--- config.mk ---
export PLATFORM = sky130hd
export DESIGN_NAME = num_to_ascii_stream
export DESIGN_NICKNAME = d
export VERILOG_FILES = /design/src/rtl/num_to_ascii_stream.sv
export SDC_FILE = /design/constraint.sdc
export NUM_CORES = 1
export LEC_CHECK = 0
export CAP_MARGIN = 0
export CORE_UTILIZATION = 55
export DETAILED_ROUTE_END_ITERATION = 10
export GPL_ROUTABILITY_DRIVEN = 0
export PLACE_DENSITY = 0.72
export SLEW_MARGIN = 40
export SYNTH_ARGS = -nofsm -noshare
export SYNTH_HDL_FRONTEND = slang
export SYNTH_SLANG_ARGS = --single-unit
--- constraint.sdc ---
create_clock -name clk -period 36.5 [get_ports clk]
set_input_delay 3.65 -clock clk [delete_from_list [all_inputs] [get_ports clk]]
set_output_delay 3.65 -clock clk [all_outputs]
set_load 0.005 [all_outputs]
--- src/rtl/num_to_ascii_stream.sv ---
// num_to_ascii_stream
//   Converts one WIDTH-bit integer per request into its ASCII text in binary,
//   octal, decimal or hexadecimal, and streams the characters MSB-first over
//   a valid/ready byte interface. The final character is flagged with out_last.
//   Digits are produced LSB-first, one per cycle, onto a small stack. The stack
//   is then popped, so the text leaves in reading order: sign first, then the
//   most significant digit.
module num_to_ascii_stream #(
   parameter int WIDTH = 32
) (
   input  logic                                   clk,
   input  logic                                   rst_n,
   input  logic                                   in_valid,
   output logic                                   in_ready,
   input  logic [WIDTH-1:0]                       in_value,
   input  logic [1:0]                             in_radix,
   input  logic                                   in_signed,
   output logic                                   out_valid,
   input  logic                                   out_ready,
   output logic [7:0]                             out_char,
   output logic                                   out_last,
   output logic [$clog2(WIDTH+1+1)-1:0]           out_len,
   output logic                                   busy
);

   // Deepest string is WIDTH binary digits. A decimal string plus its sign
   // always fits inside that.
   localparam int MAX_CHARS = WIDTH + 1;
   localparam int LW        = $clog2(MAX_CHARS + 1);

   localparam logic [1:0] RADIX_BIN = 2'd0;
   localparam logic [1:0] RADIX_OCT = 2'd1;
   localparam logic [1:0] RADIX_DEC = 2'd2;
   localparam logic [1:0] RADIX_HEX = 2'd3;

   typedef enum logic [1:0] {
      ST_IDLE    = 2'd0,
      ST_CONVERT = 2'd1,
      ST_EMIT    = 2'd2
   } state_t;

   // Map a digit value 0..15 onto '0'..'9' and lowercase 'a'..'f'.
   function automatic logic [7:0] digit_to_ascii(input logic [3:0] d);
      logic [7:0] c;
      if (d < 4'd10) begin
         c = 8'h30 + {4'h0, d};
      end else begin
         c = 8'h57 + {4'h0, d};
      end
      return c;
   endfunction

   state_t            state_q, state_d;
   logic [1:0]        radix_q, radix_d;
   logic              neg_q, neg_d;
   logic              sign_phase_q, sign_phase_d;
   logic [WIDTH-1:0]  mag_q, mag_d;
   logic [LW-1:0]     sp_q, sp_d;
   logic              in_ready_q, in_ready_d;
   logic              busy_q, busy_d;
   logic              out_valid_q, out_valid_d;
   logic [7:0]        out_char_q, out_char_d;
   logic              out_last_q, out_last_d;
   logic [LW-1:0]     out_len_q, out_len_d;

   logic [7:0]        stack_q [MAX_CHARS];

   logic [WIDTH-1:0]  dec_quot_s;
   logic [WIDTH-1:0]  dec_rem_s;
   logic [WIDTH-1:0]  mag_next_s;
   logic [3:0]        digit_s;
   logic              push_en_s;
   logic [7:0]        push_char_s;
   logic              go_emit_s;

   // Digit extraction for the current magnitude, selected by the latched radix.
   always_comb begin
      dec_quot_s = mag_q / WIDTH'(4'd10);
      dec_rem_s  = mag_q - (dec_quot_s * WIDTH'(4'd10));
      mag_next_s = mag_q;
      digit_s    = 4'h0;
      case (radix_q)
         RADIX_BIN: begin
            digit_s    = 4'(mag_q & WIDTH'(1'b1));
            mag_next_s = mag_q >> 1;
         end
         RADIX_OCT: begin
            digit_s    = 4'(mag_q & WIDTH'(3'd7));
            mag_next_s = mag_q >> 3;
         end
         RADIX_DEC: begin
            digit_s    = 4'(dec_rem_s);
            mag_next_s = dec_quot_s;
         end
         RADIX_HEX: begin
            digit_s    = 4'(mag_q & WIDTH'(4'd15));
            mag_next_s = mag_q >> 4;
         end
         default: begin
            digit_s    = 4'h0;
            mag_next_s = {WIDTH{1'b0}};
         end
      endcase
   end

   // Next-state and output logic for the IDLE / CONVERT / EMIT sequence.
   always_comb begin
      state_d      = state_q;
      radix_d      = radix_q;
      neg_d        = neg_q;
      sign_phase_d = sign_phase_q;
      mag_d        = mag_q;
      sp_d         = sp_q;
      in_ready_d   = in_ready_q;
      busy_d       = busy_q;
      out_valid_d  = out_valid_q;
      out_char_d   = out_char_q;
      out_last_d   = out_last_q;
      out_len_d    = out_len_q;
      push_en_s    = 1'b0;
      push_char_s  = digit_to_ascii(digit_s);
      go_emit_s    = 1'b0;

      case (state_q)
         ST_IDLE: begin
            if (in_valid) begin
               // Only decimal honours signedness. The negation is taken modulo
               // 2^WIDTH, so the most negative value stays representable.
               state_d      = ST_CONVERT;
               radix_d      = in_radix;
               neg_d        = in_signed && (in_radix == RADIX_DEC) && in_value[WIDTH-1];
               mag_d        = (in_signed && (in_radix == RADIX_DEC) && in_value[WIDTH-1])
                              ? (~in_value + WIDTH'(1'b1)) : in_value;
               sign_phase_d = 1'b0;
               sp_d         = {LW{1'b0}};
               in_ready_d   = 1'b0;
               busy_d       = 1'b1;
            end else begin
               in_ready_d   = 1'b1;
               busy_d       = 1'b0;
            end
         end

         ST_CONVERT: begin
            push_en_s = 1'b1;
            if (sign_phase_q) begin
               push_char_s = 8'h2d;
               go_emit_s   = 1'b1;
            end else begin
               push_char_s = digit_to_ascii(digit_s);
               mag_d       = mag_next_s;
               if (mag_next_s == {WIDTH{1'b0}}) begin
                  if (neg_q) begin
                     sign_phase_d = 1'b1;
                     sp_d         = sp_q + LW'(1'b1);
                  end else begin
                     go_emit_s    = 1'b1;
                  end
               end else begin
                  sp_d = sp_q + LW'(1'b1);
               end
            end
            // The character pushed now is the first one out. It is presented
            // directly, and sp stays at the count of characters still stacked.
            if (go_emit_s) begin
               state_d      = ST_EMIT;
               out_valid_d  = 1'b1;
               out_char_d   = push_char_s;
               out_last_d   = (sp_q == {LW{1'b0}});
               out_len_d    = sp_q + LW'(1'b1);
               sign_phase_d = 1'b0;
            end else begin
               out_valid_d  = 1'b0;
            end
         end

         ST_EMIT: begin
            if (out_valid_q && out_ready) begin
               if (out_last_q) begin
                  state_d     = ST_IDLE;
                  out_valid_d = 1'b0;
                  out_last_d  = 1'b0;
                  in_ready_d  = 1'b1;
                  busy_d      = 1'b0;
               end else begin
                  out_char_d  = stack_q[sp_q - LW'(1'b1)];
                  sp_d        = sp_q - LW'(1'b1);
                  out_last_d  = (sp_q == LW'(1'b1));
               end
            end else begin
               out_valid_d = out_valid_q;
            end
         end

         default: begin
            state_d     = ST_IDLE;
            out_valid_d = 1'b0;
            out_last_d  = 1'b0;
            in_ready_d  = 1'b1;
            busy_d      = 1'b0;
         end
      endcase
   end

   // State and registered outputs. Reset discards any string in flight.
   always_ff @(posedge clk or negedge rst_n) begin
      if (!rst_n) begin
         state_q      <= ST_IDLE;
         radix_q      <= RADIX_BIN;
         neg_q        <= 1'b0;
         sign_phase_q <= 1'b0;
         mag_q        <= {WIDTH{1'b0}};
         sp_q         <= {LW{1'b0}};
         in_ready_q   <= 1'b1;
         busy_q       <= 1'b0;
         out_valid_q  <= 1'b0;
         out_char_q   <= 8'h00;
         out_last_q   <= 1'b0;
         out_len_q    <= {LW{1'b0}};
      end else begin
         state_q      <= state_d;
         radix_q      <= radix_d;
         neg_q        <= neg_d;
         sign_phase_q <= sign_phase_d;
         mag_q        <= mag_d;
         sp_q         <= sp_d;
         in_ready_q   <= in_ready_d;
         busy_q       <= busy_d;
         out_valid_q  <= out_valid_d;
         out_char_q   <= out_char_d;
         out_last_q   <= out_last_d;
         out_len_q    <= out_len_d;
      end
   end

   // Character stack: written at the current depth while digits are produced.
   always_ff @(posedge clk or negedge rst_n) begin
      if (!rst_n) begin
         for (int i = 0; i < MAX_CHARS; i++) begin
            stack_q[i] <= 8'h00;
         end
      end else if (push_en_s) begin
         stack_q[sp_q] <= push_char_s;
      end
   end

   assign in_ready  = in_ready_q;
   assign busy      = busy_q;
   assign out_valid = out_valid_q;
   assign out_char  = out_char_q;
   assign out_last  = out_last_q;
   assign out_len   = out_len_q;

endmodule

==> results.json <==
{
  "run_status": "finished clean",
  "synth_top_flop_cell": "sky130_fd_sc_hd__dfrtp_1",
  "drive_gt1_share_pct": 21.2,
  "dpl.cell_count": 2458,
  "critPathKind": "register to register",
  "critical_path.max_stage_delay_ns": 0.73,
  "detailed_placer_s_ending_hpwl_microns": 36000,
  "num_rows": 70,
  "n_antenna_cell": 0,
  "drt_antenna_net_count": 0,
  "finalSetupViolations": 0,
  "design.portCount": 57,
  "post_route_wl_microns": 54000,
  "cp.arrival_ns": 16.82,
  "synthesis.instances": 2099,
  "worst_hold_path.endpoint": "stack_q[5]",
  "clkSlewWorstSetupHoldPaths_ns": 0.06,
  "routed_via_density": 6.82,
  "floorplan.die_area_sq_um": 38000,
  "yosys-top-cells-area": "sky130_fd_sc_hd__dfrtp_1, sky130_fd_sc_hd__mux4_2, sky130_fd_sc_hd__mux2_2",
  "ys_warn_count": 0,
  "drt_iter0_drc": 1540,
  "synth-seq-cells": 292,
  "crit_path_start_kind": "register",
  "remaining_drc_errors": 0,
  "maxSlewViolCount": 0,
  "chipHeight_microns": 195,
  "groute.usage.overall_pct": 28.5,
  "timing.final.crit_period_ns": 16.30,
  "min_path_cells": 2,
  "start_util_pct": 55.9,
  "synthToLayoutAreaGrowth_pct": 8.28,
  "fp.coreArea_sq_um": 36600,
  "max-cap-violations": 0,
  "cts_sinks": 292,
  "netlist-cell-type-count": 114,
  "cts-buffers-inserted": 31,
  "max-slew-margin-rel_pct": 41.6,
  "ys_seq_area_share_pct": 35.7,
  "min-delay-start": "stack_q[5]",
  "yosysTopAreaCell": "sky130_fd_sc_hd__dfrtp_1",
  "actual_slew_at_the_worst_max_slew_pin_ns": 0.873,
  "fin_tns_setup_ns": 0,
  "mappedNetlistNets": 2150,
  "leading_cell_types_by_count_after_synthesis": "sky130_fd_sc_hd__dfrtp_1, sky130_fd_sc_hd__nor2_1, sky130_fd_sc_hd__nand2_1",
  "worst_ep_required_time_ns": 37.02,
  "critPathSlowestCell": "sky130_fd_sc_hd__dfrtp_1",
  "utilization_pct": 60.5,
  "pin_count_of_the_biggest_net_entering_global_routing": 85,
  "routed_via_count": 17200,
  "first_global_vias": 16600,
  "max_freq_mhz": 61.3,
  "clk_path_buf_depth": 3,
  "tritoncts_clock_tree": "done",
  "post-route-period-util_pct": 44.7,
  "final_net_count": 2074,
  "syn_area_per_cell_sq_um": 9.75,
  "report.final.hold_viol_count": 0,
  "grt_pass1_wl_microns": 89000,
  "synth_largest_type_area_fraction_pct": 35.6,
  "wl_per_cell_microns": 21.5,
  "cts_htree_levels": 1,
  "grt_antenna_before_repair": 0,
  "critical-path-top-cell-by-count": "sky130_fd_sc_hd__xnor2_1",
  "clk-insertion-delay-late_ns": 0.61,
  "layout.filler_cells": 2991,
  "post_synth_instance_area_sq_um": 20500,
  "ff2ff_setup_slack_ns": 20.20,
  "port-buffer-count": 55,
  "fin_skew_ns": 0.0261,
  "endpoint_kind": "register",
  "dieWidth_microns": 195,
  "unrepaired_setup_endpoints_after_global_routing": "no",
  "synthMostInstantiatedCell": "sky130_fd_sc_hd__dfrtp_1",
  "reg2reg_from": "mag_q[28]",
  "largest_fanout_on_the_critical_path": 32,
  "timing.reg2reg.worst_path_depth": 48,
  "min-delay-path-class": "register to register",
  "async_reset_ff_share_pct": 100,
  "detail_route.first_pass.iterations": 6,
  "fin_cells": 2513,
  "worstReg2RegEnd": "stack_q[17]",
  "post_cts.repair.setup_buffers": 0,
  "synth-edff-count": 0,
  "clock_tree.root_cell": "sky130_fd_sc_hd__clkbuf_16",
  "post_cts_resize_count": 0,
  "gr-total-overflow": 0,
  "cts_hold_buffers": 0
}
## placed cells by master, fill, tap and decap left out, drive strengths merged, types with 28 or more instances in the layout
cell and n:
nand2 169, nand3 57, mux4 84, clkbuf 43, a31oi 64, o21ai 122
nor2 183, inv 57, or2 39, clkdlybuf4s50 54, nor4 28, nor3 45
a21oi 103, mux2 172, dfrtp 291
## flip-flops by register name, summed over array words and instances (netlist names)
| name | flops |
|---|---|
| out_len | 6 |
| out_last | 1 |
| out_valid | 1 |
| in_ready | 1 |
| neg_q | 1 |
| state_q | 2 |
| busy | 1 |
| sign_phase_q | 1 |
| radix_q | 2 |
| out_char | 7 |
| sp_q | 6 |
| stack_q | 231 |
| mag_q | 32 |
## per-stage QoR
stage	cell area (sq um)	hold slack (ns)	setup slack (ns)
floorplan	20500	0.414	23.20
global placement	21000	0.429	20.38
detailed placement	21000	0.434	20.61
CTS	22100	0.450	20.54
global route	22200	0.475	19.09
finish	22200	0.459	20.20
## kinds of logic after synthesis
kind of cell / after synthesis / share of synthesized area, %
compound gates: 568 / 19.8
xor+xnor: 46 / 1.97
fa+ha+maj: 16 / 0.966
buf+inv: 245 / 5.09
flops: 292 / 35.7
mux: 283 / 20.6
other cells: 1 / 0.0183
simple gates: 648 / 15.8
## routing by layer
metal | part of all wire, % | track usage, % | vias to the layer above | routed length (microns)
li1 | - | - | 7804 | -
met1 | 43 | 40.3 | 8545 | 23400
met2 | 47 | 46.1 | 696 | 25500
met3 | 6.7 | 3.19 | 106 | 3590
met4 | 2.8 | 8.89 | 0 | 1490
met5 | 0 | 0 | - | 0
## worst max-delay path by stage
stage | from | depth (start not counted) | end
2_1_floorplan | mag_q[31] | 56 | stack_q[88]
3_3_place_gp | mag_q[24] | 47 | stack_q[36]
3_5_place_dp | mag_q[28] | 48 | stack_q[105]
4_1_cts | mag_q[28] | 48 | stack_q[108]
5_1_grt | mag_q[28] | 48 | stack_q[121]
6_report | mag_q[28] | 48 | stack_q[17]
## worst max-delay path: cells and delay by family (launching register included)
family                   cells  cell delay, ns
AO/OA/AOI/OAI               18            6.36
buffers and inverters        2            0.36
flip-flops                   1            0.73
multiplexers                 2            0.62
XOR/XNOR                     3            0.54
AND/OR/NAND/NOR             20            6.71
adder cells (fa/ha/maj)      3            0.85
## cell type report
type	instances	area [sq um]	share of cell area, %
Clock buffer	43	901	4.07
Clock inverter	12	191	0.864
Inverter	62	233	1.05
Multi-Input combinational cell	1562	12200	55.1
Sequential cell	292	7310	33.0
Tap cell	468	586	2.64
Timing Repair Buffer	74	717	3.24
Power is left out: the tool's default activity adds up to more than one toggle a clock period on the data nets, which glitch-free logic cannot reach.
